--- config.mk ---
export PLATFORM = sky130hd
export DESIGN_NAME = axi4lite_reg_bank
export DESIGN_NICKNAME = d
export VERILOG_FILES = /design/src/rtl/axi4lite_reg_bank.sv
export SDC_FILE = /design/constraint.sdc
export NUM_CORES = 1
export LEC_CHECK = 0
export ABC_AREA = 1
export BUFFER_PORTS_ARGS = -buffer_cell sky130_fd_sc_hd__buf_2
export CAP_MARGIN = 20
export CORE_AREA = 5 5 236 238
export DETAILED_ROUTE_END_ITERATION = 8
export DIE_AREA = 0 0 241 243
export PLACE_DENSITY_LB_ADDON = 0.15
export SETUP_SLACK_MARGIN = 0.15
export SLEW_MARGIN = 5
export SYNTH_ARGS = -nofsm -noshare
export SYNTH_HDL_FRONTEND = slang
export SYNTH_SLANG_ARGS = --single-unit
--- constraint.sdc ---
create_clock -name S_AXI_ACLK -period 2.8 [get_ports S_AXI_ACLK]
set_input_delay 0.84 -clock S_AXI_ACLK [delete_from_list [all_inputs] [get_ports S_AXI_ACLK]]
set_output_delay 0.84 -clock S_AXI_ACLK [all_outputs]
set_load 0.005 [all_outputs]
--- src/rtl/axi4lite_reg_bank.sv ---
// AXI4-Lite subordinate register bank with byte strobes, read-only status slots,
// per-register write pulses and SLVERR for unmapped or read-only writes.
`timescale 1ns/1ps
module axi4lite_reg_bank #(
    parameter int                  C_S_AXI_ADDR_WIDTH = 6,
    parameter int                  C_S_AXI_DATA_WIDTH = 32,
    parameter int                  NUM_REGS           = 8,
    parameter logic [NUM_REGS-1:0] RO_MASK            = '0
) (
    input  logic                                   S_AXI_ACLK,
    input  logic                                   S_AXI_ARESET,
    input  logic [C_S_AXI_ADDR_WIDTH-1:0]          S_AXI_AWADDR,
    input  logic                                   S_AXI_AWVALID,
    output logic                                   S_AXI_AWREADY,
    input  logic [C_S_AXI_DATA_WIDTH-1:0]          S_AXI_WDATA,
    input  logic [C_S_AXI_DATA_WIDTH/8-1:0]        S_AXI_WSTRB,
    input  logic                                   S_AXI_WVALID,
    output logic                                   S_AXI_WREADY,
    output logic [1:0]                             S_AXI_BRESP,
    output logic                                   S_AXI_BVALID,
    input  logic                                   S_AXI_BREADY,
    input  logic [C_S_AXI_ADDR_WIDTH-1:0]          S_AXI_ARADDR,
    input  logic                                   S_AXI_ARVALID,
    output logic                                   S_AXI_ARREADY,
    output logic [C_S_AXI_DATA_WIDTH-1:0]          S_AXI_RDATA,
    output logic [1:0]                             S_AXI_RRESP,
    output logic                                   S_AXI_RVALID,
    input  logic                                   S_AXI_RREADY,
    output logic [NUM_REGS*C_S_AXI_DATA_WIDTH-1:0] ctrl_out,
    input  logic [NUM_REGS*C_S_AXI_DATA_WIDTH-1:0] status_in,
    output logic [NUM_REGS-1:0]                    wr_pulse
);

    localparam int DW    = C_S_AXI_DATA_WIDTH;
    localparam int SW    = DW / 8;
    localparam int IDX_W = C_S_AXI_ADDR_WIDTH - 2;
    localparam logic [1:0] RESP_OKAY   = 2'b00;
    localparam logic [1:0] RESP_SLVERR = 2'b10;

    typedef enum logic [1:0] {WR_IDLE, WR_HAVE_AW, WR_HAVE_W, WR_RESP} wr_state_e;
    typedef enum logic {RD_IDLE, RD_RESP} rd_state_e;

    wr_state_e            wr_state_q, wr_state_d;
    rd_state_e            rd_state_q, rd_state_d;
    logic [DW-1:0]        regs_q [NUM_REGS];
    logic [IDX_W-1:0]     awidx_q;
    logic [DW-1:0]        wdata_q;
    logic [SW-1:0]        wstrb_q;
    logic [1:0]           bresp_q;
    logic [DW-1:0]        rdata_q;
    logic [1:0]           rresp_q;
    logic [NUM_REGS-1:0]  wr_pulse_q;

    logic                 aw_hs, w_hs, ar_hs, commit, wr_ok, rd_hit;
    logic [IDX_W-1:0]     widx, ridx;
    logic [DW-1:0]        cdata, rd_val;
    logic [SW-1:0]        cstrb;
    logic                 unused_addr_bits;

    assign unused_addr_bits = ^{S_AXI_AWADDR[1:0], S_AXI_ARADDR[1:0]};

    assign S_AXI_AWREADY = (wr_state_q == WR_IDLE) || (wr_state_q == WR_HAVE_W);
    assign S_AXI_WREADY  = (wr_state_q == WR_IDLE) || (wr_state_q == WR_HAVE_AW);
    assign S_AXI_BVALID  = (wr_state_q == WR_RESP);
    assign S_AXI_BRESP   = bresp_q;
    assign S_AXI_ARREADY = (rd_state_q == RD_IDLE);
    assign S_AXI_RVALID  = (rd_state_q == RD_RESP);
    assign S_AXI_RDATA   = rdata_q;
    assign S_AXI_RRESP   = rresp_q;
    assign wr_pulse      = wr_pulse_q;

    assign aw_hs = S_AXI_AWVALID && S_AXI_AWREADY;
    assign w_hs  = S_AXI_WVALID && S_AXI_WREADY;
    assign ar_hs = S_AXI_ARVALID && S_AXI_ARREADY;

    // Whichever half arrived first comes from the latch, the other from the live bus.
    assign widx  = (wr_state_q == WR_HAVE_AW) ? awidx_q : S_AXI_AWADDR[C_S_AXI_ADDR_WIDTH-1:2];
    assign cdata = (wr_state_q == WR_HAVE_W) ? wdata_q : S_AXI_WDATA;
    assign cstrb = (wr_state_q == WR_HAVE_W) ? wstrb_q : S_AXI_WSTRB;
    assign ridx  = S_AXI_ARADDR[C_S_AXI_ADDR_WIDTH-1:2];

    always_comb begin
        wr_state_d = wr_state_q;
        commit     = 1'b0;
        case (wr_state_q)
            WR_IDLE: begin
                if (aw_hs && w_hs) begin
                    commit     = 1'b1;
                    wr_state_d = WR_RESP;
                end else if (aw_hs) begin
                    wr_state_d = WR_HAVE_AW;
                end else if (w_hs) begin
                    wr_state_d = WR_HAVE_W;
                end
            end
            WR_HAVE_AW: if (w_hs) begin
                commit     = 1'b1;
                wr_state_d = WR_RESP;
            end
            WR_HAVE_W: if (aw_hs) begin
                commit     = 1'b1;
                wr_state_d = WR_RESP;
            end
            WR_RESP: if (S_AXI_BREADY) wr_state_d = WR_IDLE;
            default: wr_state_d = WR_IDLE;
        endcase
    end

    always_comb begin
        rd_state_d = rd_state_q;
        case (rd_state_q)
            RD_IDLE: if (S_AXI_ARVALID) rd_state_d = RD_RESP;
            RD_RESP: if (S_AXI_RREADY) rd_state_d = RD_IDLE;
            default: rd_state_d = RD_IDLE;
        endcase
    end

    // Out-of-range indices match no register, so they fall out as errors naturally.
    always_comb begin
        wr_ok  = 1'b0;
        rd_hit = 1'b0;
        rd_val = '0;
        for (int i = 0; i < NUM_REGS; i++) begin
            if (widx == IDX_W'(i) && !RO_MASK[i]) wr_ok = 1'b1;
            if (ridx == IDX_W'(i)) begin
                rd_hit = 1'b1;
                rd_val = RO_MASK[i] ? status_in[i*DW +: DW] : regs_q[i];
            end
        end
    end

    always_ff @(posedge S_AXI_ACLK) begin
        if (S_AXI_ARESET) begin
            wr_state_q <= WR_IDLE;
            rd_state_q <= RD_IDLE;
            awidx_q    <= '0;
            wdata_q    <= '0;
            wstrb_q    <= '0;
            bresp_q    <= RESP_OKAY;
            rdata_q    <= '0;
            rresp_q    <= RESP_OKAY;
            wr_pulse_q <= '0;
            for (int i = 0; i < NUM_REGS; i++) regs_q[i] <= '0;
        end else begin
            wr_state_q <= wr_state_d;
            rd_state_q <= rd_state_d;
            wr_pulse_q <= '0;
            if (aw_hs) awidx_q <= S_AXI_AWADDR[C_S_AXI_ADDR_WIDTH-1:2];
            if (w_hs) begin
                wdata_q <= S_AXI_WDATA;
                wstrb_q <= S_AXI_WSTRB;
            end
            if (commit) begin
                bresp_q <= wr_ok ? RESP_OKAY : RESP_SLVERR;
                for (int i = 0; i < NUM_REGS; i++) begin
                    if (wr_ok && widx == IDX_W'(i)) begin
                        wr_pulse_q[i] <= 1'b1;
                        for (int k = 0; k < SW; k++)
                            if (cstrb[k]) regs_q[i][k*8 +: 8] <= cdata[k*8 +: 8];
                    end
                end
            end
            if (ar_hs) begin
                rdata_q <= rd_val;
                rresp_q <= rd_hit ? RESP_OKAY : RESP_SLVERR;
            end
        end
    end

    for (genvar g = 0; g < NUM_REGS; g++) begin : g_ctrl
        assign ctrl_out[g*DW +: DW] = RO_MASK[g] ? '0 : regs_q[g];
    end

endmodule

### After elaboration in Yosys (flattened, before gate mapping)

Memories as Yosys holds them, arrays and structs flattened.
Index checks and enable logic that the tools add are counted.

* register bits after elaboration: 87
* memory bits (writable): 256
* input port bits: 311
* output and inout bits: 305
* logic and storage cells: 301
* memories: 1

* equal/unequal tests: 21
* muxes and demuxes: 217
* bitwise logic cells: 34
* reductions and logical operators: 19

Memories
* regs_q: words 8, width 32, read ports 8, clocked after Yosys merged registers in 0, wr ports 8, line 45 `logic [DW-1:0] regs_q [NUM_REGS];`

Operators with widths (number)
* $mux 32: 9
* $mux 8: 32
* $mux 1: 163
* $eq 4x3->1 const B: 8
* $or 1x1->1: 32
* $eq 4x2->1 const B: 4
* $mux 2: 8
* $logic_and 1x1->1: 12
* $eq 4x1->1 const B: 2
* $logic_not 4->1: 2
* $mux 4: 2
* $pmux 2 s4: 1
* $eq 2x2->1 const B: 2
* $ne 2x2->1 const B: 2
* $ne 4x3->1 const B: 1
* $reduce_and 4->1: 1
* $pmux 1 s3: 1
* $eq 2x1->1 const B: 1
* $logic_not 2->1: 1
* $logic_or 1x1->1: 2
* $ne 2x1->1 const B: 1
* $not 1->1: 2
* $pmux 1 s2: 1
* $reduce_or 2->1: 1

### Longest topological paths before layout

* word-level depth: 17
* depth in mapped cells: 13
* depth with buffers taken out: 12

### Least setup slack after synthesis

OpenSTA, ideal clock, no wires.

* path type: in2reg
* start point: input port S_AXI_AWADDR[3]
* end point: memory regs_q[1][64] (netlist name) (enable)
* setup time: 384 ps
* data arrival time: 2096 ps
* data required time: 2416 ps
* setup slack: 319 ps
* cell stages on the path: 6
* cell sequence: inv_1 -> o21ai_0 -> inv_1 -> nor2_1 -> nand2_1 -> o21ai_0

RTL lines
* from (decl): line 12 `input logic [C_S_AXI_ADDR_WIDTH-1:0] S_AXI_AWADDR,`
* to (decl): line 45

==> summary.txt <==
pwr/cell area -> 765 mW/mm²
fin area -> 0.0193 mm²
Fill cells -> 5550
gr usage total -> 19.0%
first-pass GRT wire length -> 82.6 mm
row cnt -> 85
DRC -> 0
Switch Pwr -> 4.61 mW
I/O Buffers -> 353
Routability Congestion -> 0.844
worst ir drop on vdd -> 0.412 mV
Vias -> 12400
Starting Density -> 27.6%
cell total after placement -> 2624
syn avg cell area -> 9.45 µm²
Int Pwr -> 10.1 mW
max-slew violation count -> 0
Slew @ Worst Pin -> 868 ps
Reg power frac -> 43.0%
fin cells -> 2702
leakage -> 8.69 nW
layout cells sized above 1 -> 28.5%
Synth top cells by count -> 357 x nor2_1, 294 x nand2_1, 256 x edfxtp_1
Crit Path Max Fanout -> 25
setup_tns -> 0 ps
Initial DRC Count -> 1076
FF/Latch Area -> 0.00939 mm²
area of the multi-input gates -> 0.00459 mm²
WL/cell -> 21.2 µm
Clock Pin Slew Worst Setup and Hold Paths -> 60 ps
number of synthesized flops with an enable pin -> 256
crit path launch type -> flop
endpoint type of the worst setup path -> flop
post-CTS resize count -> 0
CTS sink cnt -> 341
clock share of power -> 36.4%
Final min period -> 2500 ps
CTS tree -> yes
ANT nets after route -> 0
Hold Vio Cnt, Final -> 0
hold depth -> 2
HP Class -> flop to flop
Sw Share -> 31.3%
root buf cell -> clkbuf_16
Skew-Pair Late Insertion Delay -> 560 ps
combinational share of power -> 20.7%
area leader, netlist -> edfxtp_1
post-synth top area share -> 52.1%
H-tree Lvls -> 2
unrepaired setup endpoints after global routing -> yes
pre-CTS WS -> 144 ps
number of I/O pins -> 616
Core ar. -> 0.0534 mm²
main area contributors after synthesis -> edfxtp_1 52%, dfxtp_1 12%, nor2_1 9.1%, nand2_1 7.5%, nand3_1 4.3%
Yosys cell types -> 32
Ys Warns -> 0
#FFs+latches synth -> 341
post-synthesis async set-or-reset flop share -> 0%
clk buf depth -> 3
Finished Core Util -> 36.1%
Data required, critical path -> 3030 ps
sequential area share after synthesis -> 63.7%
setup slack after layout -> 297 ps
clk_skew -> 13.3 ps
Final Setup Violations -> 0
Hold WS -> 461 ps
Max Fclk -> 399 MHz
synthesized cell area -> 0.0147 mm²
period utilisation layout -> 89.4%
Slew HR -> 42.1%
Num CTS Buffers -> 41
Power Total -> 14.7 mW
WL final -> 57.4 mm
number of cells produced by synthesis -> 1560
first drt pass iteration count -> 5
post-DP HPWL -> 44.1 mm
vias in the first global route -> 11700
ys flop type -> edfxtp_1
count leader, synth -> nor2_1
WP data arrival -> 2730 ps
die area -> 0.0586 mm²
Max Cap Viol -> 0
DP Area -> 0.0179 mm²
die width -> 241 µm
Post-CTS Hold Fix Bufs -> 0
Worst R2R Path Depth -> 10
initial antenna violation count -> 7
largest net degree at the start of global routing -> 73
outcome -> finished, final reports clean
critical setup path kind -> flop to flop
Post-CTS Setup Bufs -> 0
Final nets -> 2287
gr ovfl total -> 0
Die H -> 243 µm
Area Overhead vs Synth -> 30.6%
vias per cell -> 4.57
==> critical path, stage by stage, from the launching register on <==
cell and delay [ps]:
dfxtp_1 340, inv_1 120, ha_1 180, buf_4 290, buf_4 310, nand2_1 80
o21ai_0 100, nand2_1 170, inv_4 170, nand2_4 110, nand2_1 280
==> cell usage in the layout (no fill, tap or decap), drive strengths merged <==
master / instances
bufinv: 3
nor2: 362
nand3: 129
o21a: 2
a211oi: 1
inv: 119
o21ai: 91
edfxtp: 256
clkinv: 21
ha: 5
nor3: 7
o22ai: 2
buf: 441
diode: 2
conb: 2
or2: 1
clkbuf: 50
nand2: 321
a21oi: 68
dfxtp: 85
clkinvlp: 6
nand4: 32
==> registers in the layout (all words and copies together), names as in the netlist <==
register      count
S_AXI_RDATA      32
S_AXI_BRESP       1
awidx_q           4
wstrb_q           4
wr_state_q        2
regs_q          256
S_AXI_RVALID      1
wdata_q          32
wr_pulse          8
S_AXI_RRESP       1
==> metal layers <==
layer	track usage, %	wire length (µm)
met1	26.9	25900
met4	3.73	996
met3	6.08	5000
met2	28.7	25400
met5	0	28
==> final timing paths <==
path | startpoint | end | slack (ps)
worst max register to register | wr_state_q[0] | regs_q[0][50] | 300
worst min-delay path | S_AXI_RDATA[9] | S_AXI_RDATA[9] | 460
worst min register to register | S_AXI_RDATA[9] | S_AXI_RDATA[9] | 460
worst max-delay path | wr_state_q[0] | regs_q[0][50] | 300
==> layout make-up <==
| type | instances | share of cell area [%] |
|---|---|---|
| inverter | 123 | 2.53 |
| multi-input combinational | 1023 | 23.8 |
| antenna | 2 | 0.0260 |
| clock inverter | 26 | 1.18 |
| timing repair buffer | 441 | 13.3 |
| tap | 696 | 4.52 |
| sequential | 341 | 48.8 |
| clock buffer | 50 | 5.83 |
==> power groups by stage <==
stage	Sequential [mW]	Combinational [mW]	Clock [mW]
after floorplan	6.38	1.56	0
after global placement	6.41	3.04	0
after detailed placement	6.43	3.07	0
after CTS	6.32	3.08	5.51
after global routing	6.38	3.38	5.73
final	6.33	3.04	5.35
==> logic make-up after synthesis <==
family | share of synthesized area, %
other | 0.0254
adder cells (fa/ha/maj) | 0.424
buffers and inverters | 5.49
AND/OR/NAND/NOR | 24.7
flip-flops | 63.7
AO/OA/AOI/OAI | 5.64
Note: power is estimated with default switching activity, not from simulation.
